## config.mk

```make
export PLATFORM = sky130hd
export DESIGN_NAME = instr_fetch_ctrl
export DESIGN_NICKNAME = d
export VERILOG_FILES = /design/src/rtl/instr_fetch_ctrl_pkg.sv /design/src/rtl/instr_fetch_ctrl_fifo.sv /design/src/rtl/instr_fetch_ctrl.sv
export SDC_FILE = /design/constraint.sdc
export NUM_CORES = 1
export LEC_CHECK = 0
export BUFFER_PORTS_ARGS = -buffer_cell sky130_fd_sc_hd__buf_4
export CAP_MARGIN = 15
export CELL_PAD_IN_SITES_DETAIL_PLACEMENT = 1
export CELL_PAD_IN_SITES_GLOBAL_PLACEMENT = 1
export CORE_ASPECT_RATIO = 0.9
export CORE_MARGIN = 2
export CORE_UTILIZATION = 45
export CTS_BUF_LIST = sky130_fd_sc_hd__clkbuf_8
export DETAILED_ROUTE_END_ITERATION = 8
export GPL_TIMING_DRIVEN = 0
export PLACE_DENSITY = 0.81
export SLEW_MARGIN = 20
export SYNTH_ARGS = -nofsm -noshare
export SYNTH_HDL_FRONTEND = slang
export SYNTH_SLANG_ARGS = --single-unit
```

## constraint.sdc

```tcl
create_clock -name clk -period 3.1 [get_ports clk]
set_input_delay 0.62 -clock clk [delete_from_list [all_inputs] [get_ports clk]]
set_output_delay 0.62 -clock clk [all_outputs]
set_load 0.005 [all_outputs]
```

## src/rtl/instr_fetch_ctrl_pkg.sv

```systemverilog
// Shared types and constants for the instruction fetch controller.
package instr_fetch_ctrl_pkg;

  typedef enum logic [1:0] {
    IDLE  = 2'd0,
    RUN   = 2'd1,
    DRAIN = 2'd2
  } state_t;

  localparam int INSTR_BYTES = 4;
  localparam int CNT_W       = 16;
  localparam int ADDR_W      = 32;

endpackage

```

## src/rtl/instr_fetch_ctrl_fifo.sv

```systemverilog
// Prefetch buffer: synchronous FIFO with extra pointer bit for full/empty.
// Storage is not reset; only the pointers are, so the contents are don't-care
// until written.
module instr_fifo #(
  parameter int DATA_W = 32,
  parameter int DEPTH  = 2,
  localparam int AW    = $clog2(DEPTH)
) (
  input  logic              clk,
  input  logic              reset_n,
  input  logic              push,
  input  logic              pop,
  input  logic [DATA_W-1:0] wdata,
  output logic [DATA_W-1:0] rdata,
  output logic              full,
  output logic              empty,
  output logic [AW:0]       count
);

  logic [DATA_W-1:0] mem [DEPTH];
  logic [AW:0]       wr_ptr;
  logic [AW:0]       rd_ptr;
  logic              do_push;
  logic              do_pop;

  assign do_push = push && !full;
  assign do_pop  = pop && !empty;
  assign count   = wr_ptr - rd_ptr;
  assign empty   = (wr_ptr == rd_ptr);
  assign full    = (wr_ptr[AW] != rd_ptr[AW]) && (wr_ptr[AW-1:0] == rd_ptr[AW-1:0]);
  assign rdata   = mem[rd_ptr[AW-1:0]];

  // Pointer update; reset empties the buffer.
  always_ff @(posedge clk or negedge reset_n) begin
    if (!reset_n) begin
      wr_ptr <= '0;
      rd_ptr <= '0;
    end else begin
      if (do_push) wr_ptr <= wr_ptr + 1'b1;
      if (do_pop)  rd_ptr <= rd_ptr + 1'b1;
    end
  end

  // Data storage write.
  always_ff @(posedge clk) begin
    if (do_push) mem[wr_ptr[AW-1:0]] <= wdata;
  end

endmodule

```

## src/rtl/instr_fetch_ctrl.sv

```systemverilog
// Instruction fetch controller: prefetches up to FIFO_DEPTH instructions with
// a single outstanding memory read, hands them to the decoder and waits for
// every issued instruction to retire before signalling done.
module instr_fetch_ctrl
  import instr_fetch_ctrl_pkg::*;
#(
  parameter int FIFO_DEPTH = 2
) (
  input  logic        clk,
  input  logic        reset_n,
  input  logic        start,
  input  logic [31:0] pc_base,
  input  logic [15:0] instr_count,
  output logic        imem_req,
  output logic [31:0] imem_addr,
  input  logic [31:0] imem_rdata,
  input  logic        imem_rvalid,
  output logic [31:0] instr,
  output logic        instr_valid,
  input  logic        next_instr,
  input  logic        op_done,
  output logic        busy,
  output logic        done
);

  localparam int          AW       = $clog2(FIFO_DEPTH);
  localparam logic [AW:0] FIFO_CAP = (AW+1)'(FIFO_DEPTH);

  state_t             state_q;
  logic [CNT_W-1:0]   count_q;
  logic [ADDR_W-1:0]  pc_base_q;
  logic [CNT_W-1:0]   fetched_q;
  logic [CNT_W-1:0]   issued_q;
  logic [CNT_W-1:0]   retired_q;
  logic               outstanding_q;

  logic               fifo_full;
  logic               fifo_empty;
  logic [AW:0]        fifo_count;
  logic [31:0]        fifo_rdata;
  logic               push;
  logic               xfer;

  // fetched_q counts requests issued, so it is also the index of the next address.
  assign imem_req    = (state_q == RUN) && !outstanding_q && (fetched_q < count_q)
                       && (fifo_count < FIFO_CAP);
  assign imem_addr   = pc_base_q + (32'(fetched_q) * 32'(INSTR_BYTES));
  // A response only counts when we are actually waiting for one.
  assign push        = imem_rvalid && outstanding_q && !fifo_full;
  assign instr_valid = (state_q == RUN) && !fifo_empty;
  assign xfer        = instr_valid && next_instr;
  assign instr       = instr_valid ? fifo_rdata : '0;

  instr_fifo #(
    .DATA_W (32),
    .DEPTH  (FIFO_DEPTH)
  ) u_fifo (
    .clk     (clk),
    .reset_n (reset_n),
    .push    (push),
    .pop     (xfer),
    .wdata   (imem_rdata),
    .rdata   (fifo_rdata),
    .full    (fifo_full),
    .empty   (fifo_empty),
    .count   (fifo_count)
  );

  // Run-control FSM with progress counters and registered busy/done.
  always_ff @(posedge clk or negedge reset_n) begin
    if (!reset_n) begin
      state_q       <= IDLE;
      count_q       <= '0;
      pc_base_q     <= '0;
      fetched_q     <= '0;
      issued_q      <= '0;
      retired_q     <= '0;
      outstanding_q <= 1'b0;
      busy          <= 1'b0;
      done          <= 1'b0;
    end else begin
      done <= 1'b0;
      // Request and response can never coincide: one needs outstanding low, the other high.
      if (imem_req) begin
        outstanding_q <= 1'b1;
        fetched_q     <= fetched_q + 1'b1;
      end else if (push) begin
        outstanding_q <= 1'b0;
      end
      if (xfer) issued_q <= issued_q + 1'b1;
      if (op_done && (state_q != IDLE)) retired_q <= retired_q + 1'b1;

      case (state_q)
        IDLE: begin
          if (start) begin
            count_q   <= instr_count;
            pc_base_q <= pc_base;
            fetched_q <= '0;
            issued_q  <= '0;
            retired_q <= '0;
            busy      <= 1'b1;
            state_q   <= (instr_count == '0) ? DRAIN : RUN;
          end
        end
        RUN: begin
          if ((fetched_q == count_q) && (issued_q == count_q)) state_q <= DRAIN;
        end
        DRAIN: begin
          if (retired_q == count_q) begin
            state_q <= IDLE;
            busy    <= 1'b0;
            done    <= 1'b1;
          end
        end
        default: state_q <= IDLE;
      endcase
    end
  end

endmodule

```

==> flow_summary.yaml, run 1 <==
place:
  place_congestion: 0.809
  placed_cell_area_um2: 10300
  dp_hpwl_mm: 17.4
  port-buffer-count: 153
layout:
  design_area_um2: 11400
  num_antenna_cells: 0
  fillers: 2102
  nets: 1195
  area_growth_pct: 30.3
  fin_util_pct: 59.6
  final_layout_size_suffix_gt1_share_pct: 28.5
clock_network:
  cts_root_buffer: "clkbuf_8"
  cts_num_sinks: 169
  numCtsBuffers: 17
  cts_buffer_depth: 2
  worstSkewPairLatency_ns: 0.47
  ctsHoldBuffers: 0
  clkTransAtPathRegs_ns: 0.11
  cts_max_level: 4
  cts_tree: "done"
sta:
  hold_viol: 0
  worst_slack_ns: -0.319
  fmax_ghz: 0.292
  tightest_slew_ns: 1.02
  relSlewSlack_pct: 32.2
  period_needed_ns: 3.42
  rsz0062_at_grt: "true"
  worst_hold_slack_ns: 0.263
  fin_worst_skew_ns: 0.0205
  drv_slew: 0
  fin_crit_sh_pct: 110
  setup_viol: 18
setup_path:
  crit_start: "fetched_q[3]"
  reg2reg_depth: 6
  crit_cells: 9
  arrival_ns: 2.80
  required_ns: 2.48
  r2r_slack_ns: 0.39
  crit_path_end: "imem_addr[26]"
  crit_type: "flop to primary output"
  r2r-start: "state_q[0]"
  max_stage_delay_ns: 0.45
  startpoint_type: "flop"
  path_delay_family: "compound AO/OA/AOI/OAI gates"
  critical_path.max_fanout: 5
  r2r-end: "fetched_q[4]"
  crit_chain: "ha_4 > nand2_1 > o211ai_1 > a31oi_2 > o311ai_4 > buf_6 > nand3_2 > xnor2_2 > buf_4"
  critPathCaptureType: "primary output"
  cp_slowest_cell: "dfrtp_2"
  path_buf_inv: 2
synth:
  syn_area_per_cell_um2: 10.1
  yosys-top-cells-count: "nand2_1, dfrtp_1, nor2_1"
  syn-num-nets: 986
  synth_area_um2: 8760
  netlist_instances: 863
  synth.most_common_cell: "nand2_1"
  synthFlopType: "dfrtp_1"
  synth_edf_count: 64
  synth.top_cells.by_area: "dfrtp_1, edfxtp_1, nand2_1, ha_1, xnor2_1"
  synthArstFlopShare_pct: 62.1
  synth_cell_types: 52
  synth.top_cell.area_share_pct: 30.0
  synth_top_cell_by_area: "dfrtp_1"
  yosys_warnings: 0
  synth_seq_cells: 169
  synth-seq-area-share_pct: 51.9
power:
  vdd.ir_drop.worst_uv: 399
  power_density_nw_per_um2: 779
  leakagePower_nw: 5.17
  power_mw: 8.89
global_route:
  grt_pass1_vias: 7631
  grt_overflow: 0
  antenna_found_initial: 0
  grt_max_degree: 106
  grt_pass1_wl_mm: 39.4
  grt_use_total_pct: 24.8
floorplanning:
  io_pins: 154
  rows: 48
  core-area_um2: 19200
  dieArea_um2: 20600
  start_util_pct: 45.7
  die_w_um: 151
  die_h_um: 136
detailed_routing:
  drt_iter0_markers: 353
  via_per_inst: 5.47
  dr.pass1.iters: 4
  wl_per_cell_um: 19.2
  vias: 7300
  ant_nets: 0
  finalWirelength_mm: 25.6
  route.detailed.drc: 0
run:
  maxCapViolations: 0
outcome:
  violations: "setup timing"
  status: "complete, but fails checks"
worst_hold_path:
  min_path_type: "input port to asynchronous set/reset pin"
[power breakdown]
part	switching [mW]	leakage (nW)	internal (mW)
Combinational	2.06	3.04	1.82
Clock	0.972	0.207	0.616
Sequential	0.541	1.92	2.89
Total	3.57	5.17	5.32
[stage by stage]
stage               instances  TNS [ns]  setup slack (ns)
finish                   1335     -3.89            -0.319
global route             1335     -6.32            -0.447
CTS                      1317     -4.21            -0.380
detailed placement       1268     -5.04            -0.509
global placement         1266     -4.55            -0.450
floorplan                 863         0             0.286
[final cells by class]
type	count	area [µm²]	area share [%]
clock buffers	17	234	2.05
flip-flops and latches	169	4570	40.0
inverters	33	124	1.09
clock inverters	15	161	1.41
plain buffers	32	140	1.23
multi-input cells	626	4360	38.2
well taps	250	313	2.74
repair buffers	193	1520	13.3
[worst register-to-register path: stages, from the launching register on]
cell and delay (ns):
dfrtp_1 0.48, nor2_1 0.28, and2_1 0.18, clkbuf_1 0.46
clkbuf_1 0.44, clkbuf_1 0.57, a21oi_1 0.16
[what timing repair did]
| item | CTS | global route |
|---|---|---|
| setup endpoints to repair | 23 | 26 |
| gates resized for setup | 69 | 32 |
| pin swaps | 21 | 30 |
| endpoints found under the hold margin | 0 | 0 |
| buffers inserted | 20 | 19 |
[worst min-delay path by stage]
stage	endpoint	slack [ns]	cells past startpoint
final	retired_q[2]	0.26	1
after global routing	u_fifo.mem[0][19]	0.29	1
after CTS	u_fifo.mem[1][19]	0.29	1
after detailed placement	pc_base_q[4]	0.47	2
after global placement	pc_base_q[1]	0.46	2
after floorplan	busy	0.32	0
[metal layers]
layer	vias up	GRT usage, %	routed length, µm
li1	3418	-	-
met1	3628	32.3	10900
met2	215	41.2	12400
met3	39	7.08	1750
met4	0	5.71	475
met5	-	0	0
[cell usage in the layout (no fill, tap or decap), drive strengths merged, types with 26 or more instances in the layout]
master	netlist	routed
ha	36	36
mux2i	36	36
dfrtp	105	105
nor2	73	73
clkbuf	23	41
o21ai	35	35
nand3	26	26
xnor2	47	47
buf	12	201
xor2	43	43
a21oi	41	41
edfxtp	64	64
inv	33	43
nand2	158	158
[cells by family after synthesis]
family | count (synthesis) | synth area share (%)
and+or+nand+nor | 337 | 17.5
DFF | 169 | 51.9
AOI/OAI and AO/OA | 125 | 8.83
xor gates and xnor gates | 90 | 9.00
buffers and inverters | 68 | 3.11
muxes | 37 | 4.24
adders and majority gates | 37 | 5.37
[state kept, by name, summed over array words and instances (netlist names), 2 cells and up]
register and cells:
pc_base_q 32, state_q 2, u_fifo.rd_ptr 2, count_q 16
issued_q 16, retired_q 16, u_fifo.mem 64, u_fifo.wr_ptr 2
fetched_q 16
Power figures use the tool's default switching activity.
==> inputs of run 2 (changes only) <==
--- a/config.mk
+++ b/config.mk
@@ -15,7 +15,7 @@
 export CTS_BUF_LIST = sky130_fd_sc_hd__clkbuf_8
 export DETAILED_ROUTE_END_ITERATION = 8
 export GPL_TIMING_DRIVEN = 0
-export PLACE_DENSITY = 0.81
+export PLACE_DENSITY_LB_ADDON = 0.1
 export SLEW_MARGIN = 20
 export SYNTH_ARGS = -nofsm -noshare
 export SYNTH_HDL_FRONTEND = slang
==> run 2 against run 1 <==
Against the previous run: die area stayed put; critical endpoint is now imem_addr[18]; sequential power hardly changed; final cell count is 0.37% higher; utilization is 0.46 points higher; routed wire length is 2.3% lower; the run still ends with setup timing left; clock skew is 0.0097 ns lower.
==> flow_summary.yaml, run 2 (synthesis gave the netlist of run 1 again) <==
detailed_routing:
  vias: 7203
  drt-met1-wl_mm: 10.7
  wl_met2_mm: 12.4
  route.detailed.drc: 0
  via_per_inst: 5.38
  highest-signal-layer: "met4"
  dr.pass1.iters: 5
  wl_per_cell_um: 18.7
  finalWirelength_mm: 25.0
  drt_iter0_markers: 264
  ant_nets: 0
  met3_length_mm: 1.47
clock_network:
  numCtsBuffers: 17
  cts_root_buffer: "clkbuf_8"
  clkTransAtPathRegs_ns: 0.10
  worstSkewPairLatency_ns: 0.47
  cts_num_sinks: 169
  cts_tree: "done"
  cts_max_level: 4
  cts_buffer_depth: 2
sta:
  relSlewSlack_pct: 49.5
  fin_worst_skew_ns: 0.0108
  rsz0062_at_grt: "true"
  setup_viol: 19
  drv_slew: 0
  tightest_slew_ns: 0.758
  period_needed_ns: 3.37
  fin_crit_sh_pct: 109
  worst_slack_ns: -0.266
  fmax_ghz: 0.297
  hold_viol: 0
layout:
  nets: 1200
  fin_cells: 1340
  design_area_um2: 11500
  final_layout_size_suffix_gt1_share_pct: 28.8
  fillers: 2141
  final_common_cell: "buf_4"
  area_growth_pct: 31.3
  multi_input_area_um2: 4380
  largest_register_ffs: 64
  seq_area_um2: 4570
  num_antenna_cells: 0
  layout_common_cells: "buf_4, nand2_1, dfrtp_1"
place:
  pre_cts_ws_ns: -0.570
  place_congestion: 0.800
  dp_hpwl_mm: 17.4
  dp.cells: 1268
  placed_cell_area_um2: 10300
  port-buffer-count: 153
setup_path:
  critical_path.max_fanout: 7
  r2r-start: "fetched_q[13]"
  r2r_slack_ns: 0.40
  crit_start: "pc_base_q[13]"
  crit_type: "flop to primary output"
  critPathCaptureType: "primary output"
  required_ns: 2.48
  startpoint_type: "flop"
  crit_path_end: "imem_addr[18]"
  r2r-end: "fetched_q[12]"
  reg2reg_depth: 10
  arrival_ns: 2.75
power:
  power_density_nw_per_um2: 772
  leakagePower_nw: 5.20
  vdd.ir_drop.worst_uv: 403
floorplanning:
  start_util_pct: 45.7
  die_w_um: 151
  die_h_um: 136
  io_pins: 154
  rows: 48
  dieArea_um2: 20600
  core-area_um2: 19200
global_route:
  grt_max_degree: 106
  grt_overflow: 0
  grt_use_total_pct: 24.7
  antenna_found_initial: 0
  grt_pass1_wl_mm: 39.1
  grt_pass1_vias: 7643
outcome:
  status: "complete, but fails checks"
  violations: "setup timing"
run:
  maxCapViolations: 0
worst_hold_path:
  min_path_type: "input port to flop"
-- run 2: final cells by class --
class	instances	area share, %
Sequential cell	169	39.7
Multi-Input combinational cell	626	38.1
Timing Repair Buffer	198	13.7
Tap cell	250	2.72
Clock buffer	17	2.03
Clock inverter	15	1.42
Buffer	32	1.23
Inverter	33	1.10
-- run 2: metal layers --
layer  vias up  track usage, %
met4         0            7.17
met5         -               0
li1       3428               -
met3        34            7.35
met2       175            41.9
met1      3566            30.7
-- run 2: how the worst min path moves through the flow --
stage | from | to | slack (ns) | cells after the start
finish | imem_rdata[7] | u_fifo.mem[1][7] | 0.32 | 1
global route | imem_rdata[25] | u_fifo.mem[0][25] | 0.29 | 1
detailed placement | pc_base_q[0] | pc_base_q[0] | 0.46 | 2
CTS | imem_rdata[25] | u_fifo.mem[0][25] | 0.30 | 1
floorplan | reset_n | busy | 0.32 | 0
global placement | pc_base_q[0] | pc_base_q[0] | 0.46 | 2
-- run 2: repair_timing --
item / CTS / global route
hold buffers: 0 / 1
endpoints found under the hold margin: 0 / 20
setup buffers: 22 / 26
gates resized for setup: 71 / 35
pin swaps: 20 / 23
endpoints found under the setup margin: 23 / 34
-- run 2: where the power goes --
group          leakage [nW]  internal (mW)  total [mW]  switching [mW]
Combinational          3.07           1.82        3.86            2.04
Clock                 0.207          0.618        1.59           0.973
Sequential             1.92           2.89        3.42           0.533
-- run 2: worst max-delay path, cell delays in order (launching register included) --
cell and delay, ns:
dfrtp_1 0.44, ha_4 0.29, a21oi_1 0.32, o21ai_0 0.18
a32oi_1 0.32, o311ai_4 0.17, buf_12 0.16, buf_6 0.11
xor2_2 0.13, buf_4 0.14
-- run 2: stage by stage --
step	hold slack, ns	utilization [%]	setup TNS [ns]	power, mW
2_1_floorplan	0.324	-	0	5.31
3_3_place_gp	0.460	53.3	-4.14	6.71
4_1_cts	0.300	58.3	-4.52	8.71
3_5_place_dp	0.464	53.6	-5.25	6.88
6_report	0.322	60.0	-3.78	8.88
5_1_grt	0.285	60.0	-6.18	9.48
==> inputs of run 3 (changes only) <==
--- a/config.mk
+++ b/config.mk
@@ -10,7 +10,6 @@
 export CELL_PAD_IN_SITES_DETAIL_PLACEMENT = 1
 export CELL_PAD_IN_SITES_GLOBAL_PLACEMENT = 1
 export CORE_ASPECT_RATIO = 0.9
-export CORE_MARGIN = 2
 export CORE_UTILIZATION = 45
 export CTS_BUF_LIST = sky130_fd_sc_hd__clkbuf_8
 export DETAILED_ROUTE_END_ITERATION = 8
==> run 3 against run 2 <==
Against the previous run: the flow still finishes with violations (setup timing); power grew 0.54%; non-clock buffer count shrank 8; die area shrank 2.8%; via count is 0.18% lower; sequential cell count stayed put; sequential share of layout area increased by 0.27 points; final area shrank 0.71%; largest cell class unchanged.
==> flow_summary.yaml, run 3 (synthesis gave the netlist of run 1 again) <==
clock_network:
  ctsHoldBuffers: 0
  cts_tree: "done"
  clkTransAtPathRegs_ns: 0.10
  numCtsBuffers: 17
  cts_buffer_depth: 2
  worstSkewPairLatency_ns: 0.48
  cts_num_sinks: 169
  cts_root_buffer: "clkbuf_8"
  cts_max_level: 4
global_route:
  antenna_found_initial: 0
  grt_max_degree: 106
  grt_pass1_wl_mm: 39.8
  grt_overflow: 0
  grt_pass1_vias: 7575
  grt_use_total_pct: 25.7
detailed_routing:
  met3_length_mm: 1.42
  vias: 7190
  highest-signal-layer: "met4"
  ant_nets: 0
  wl_per_cell_um: 19.1
  dr.pass1.iters: 4
  drt-met1-wl_mm: 11.1
  via_per_inst: 5.40
  route.detailed.drc: 0
  wl_met2_mm: 12.3
  finalWirelength_mm: 25.4
  drt_iter0_markers: 290
floorplanning:
  io_pins: 154
  rows: 48
  die_w_um: 149
  dieArea_um2: 20000
  core-area_um2: 19100
  start_util_pct: 45.9
  die_h_um: 134
setup_path:
  arrival_ns: 2.86
  crit_chain: "ha_2 > fa_2 > a21oi_4 > o211ai_1 > a31oi_2 > o311ai_4 > buf_6 > nand3_2 > xnor2_2 > buf_4"
  crit_type: "flop to primary output"
  max_stage_delay_ns: 0.40
  startpoint_type: "flop"
  cp_slowest_cell: "dfrtp_1"
  critPathCaptureType: "primary output"
  required_ns: 2.48
  critical_path.max_fanout: 7
outcome:
  status: "complete, but fails checks"
  violations: "setup timing"
sta:
  drv_slew: 0
  rsz0062_at_grt: "true"
  setup_viol: 20
  tightest_slew_ns: 0.985
  relSlewSlack_pct: 34.4
  fin_crit_sh_pct: 112
  worst_slack_ns: -0.378
  hold_viol: 0
  fin_worst_skew_ns: 0.0235
  period_needed_ns: 3.48
  fmax_ghz: 0.288
place:
  dp_hpwl_mm: 17.4
  placed_cell_area_um2: 10300
  place_congestion: 0.807
  port-buffer-count: 153
power:
  power_density_nw_per_um2: 781
  leakagePower_nw: 5.17
  vdd.ir_drop.worst_uv: 372
  power_mw: 8.92
layout:
  num_antenna_cells: 0
  area_growth_pct: 30.4
  layout_common_cells: "buf_4, nand2_1, dfrtp_1"
  final_common_cell: "buf_4"
  nets: 1192
  largest_register_ffs: 64
  final_layout_size_suffix_gt1_share_pct: 28.7
  design_area_um2: 11400
worst_hold_path:
  min_path_type: "input port to asynchronous set/reset pin"
run:
  maxCapViolations: 0
run 3: what timing repair did:
item	in CTS	in global routing
endpoints found under the setup margin	23	38
setup buffers	20	16
gates resized for setup	71	31
pin swaps	24	23
run 3: metal layers:
layer / vias to the layer above / global-route usage [%]
met5: - / 0
met4: 0 / 9.07
met3: 42 / 6.77
met2: 180 / 41.4
met1: 3556 / 33.4
li1: 3412 / -
run 3: final cells by class:
class	instances	area, µm²
inverters	33	124
flip-flops and latches	169	4570
clock buffers	17	234
fillers	2088	7680
clock inverters	15	174
repair buffers	190	1470
well taps	250	313
multi-input cells	626	4400
plain buffers	32	143
run 3: through the flow:
step           hold slack [ns]  worst slack (ns)  TNS, ns  utilization [%]  instances
6_report                 0.296            -0.378    -4.90             59.8       1332
4_1_cts                  0.289            -0.313    -3.73             58.5       1317
5_1_grt                  0.290            -0.471    -7.22             59.8       1332
3_5_place_dp             0.470            -0.463    -4.07             53.8       1268
2_1_floorplan            0.324             0.286        0                -        863
3_3_place_gp             0.462            -0.408    -3.96             53.5       1266
run 3: final timing paths:
kind | startpoint | slack (ns) | depth (start not counted) | end
max | fetched_q[0] | -0.38 | 10 | imem_addr[20]
min in group clk | imem_rdata[3] | 0.32 | 1 | u_fifo.mem[0][3]
min | reset_n | 0.30 | 1 | retired_q[0]
max in group asynchronous | reset_n | 2.10 | 1 | fetched_q[13]
min reg2reg | pc_base_q[1] | 0.49 | 2 | pc_base_q[1]
max reg2reg | fetched_q[1] | 0.36 | 10 | fetched_q[3]
run 3: worst max-delay path: cells and delay by family, from the launching register on:
| family | cells | cell delay [ns] |
|---|---|---|
| compound gates | 4 | 0.89 |
| simple gates | 1 | 0.11 |
| buf+inv | 2 | 0.32 |
| fa+ha+maj | 2 | 0.47 |
| xor+xnor | 1 | 0.19 |
| flops | 1 | 0.40 |
run 3: power breakdown:
part / switching, mW / internal (mW) / leakage, nW / total (mW)
registers: 0.545 / 2.89 / 1.92 / 3.43
logic: 2.04 / 1.81 / 3.04 / 3.85
clock network: 0.959 / 0.686 / 0.210 / 1.65
total: 3.55 / 5.38 / 5.17 / 8.92
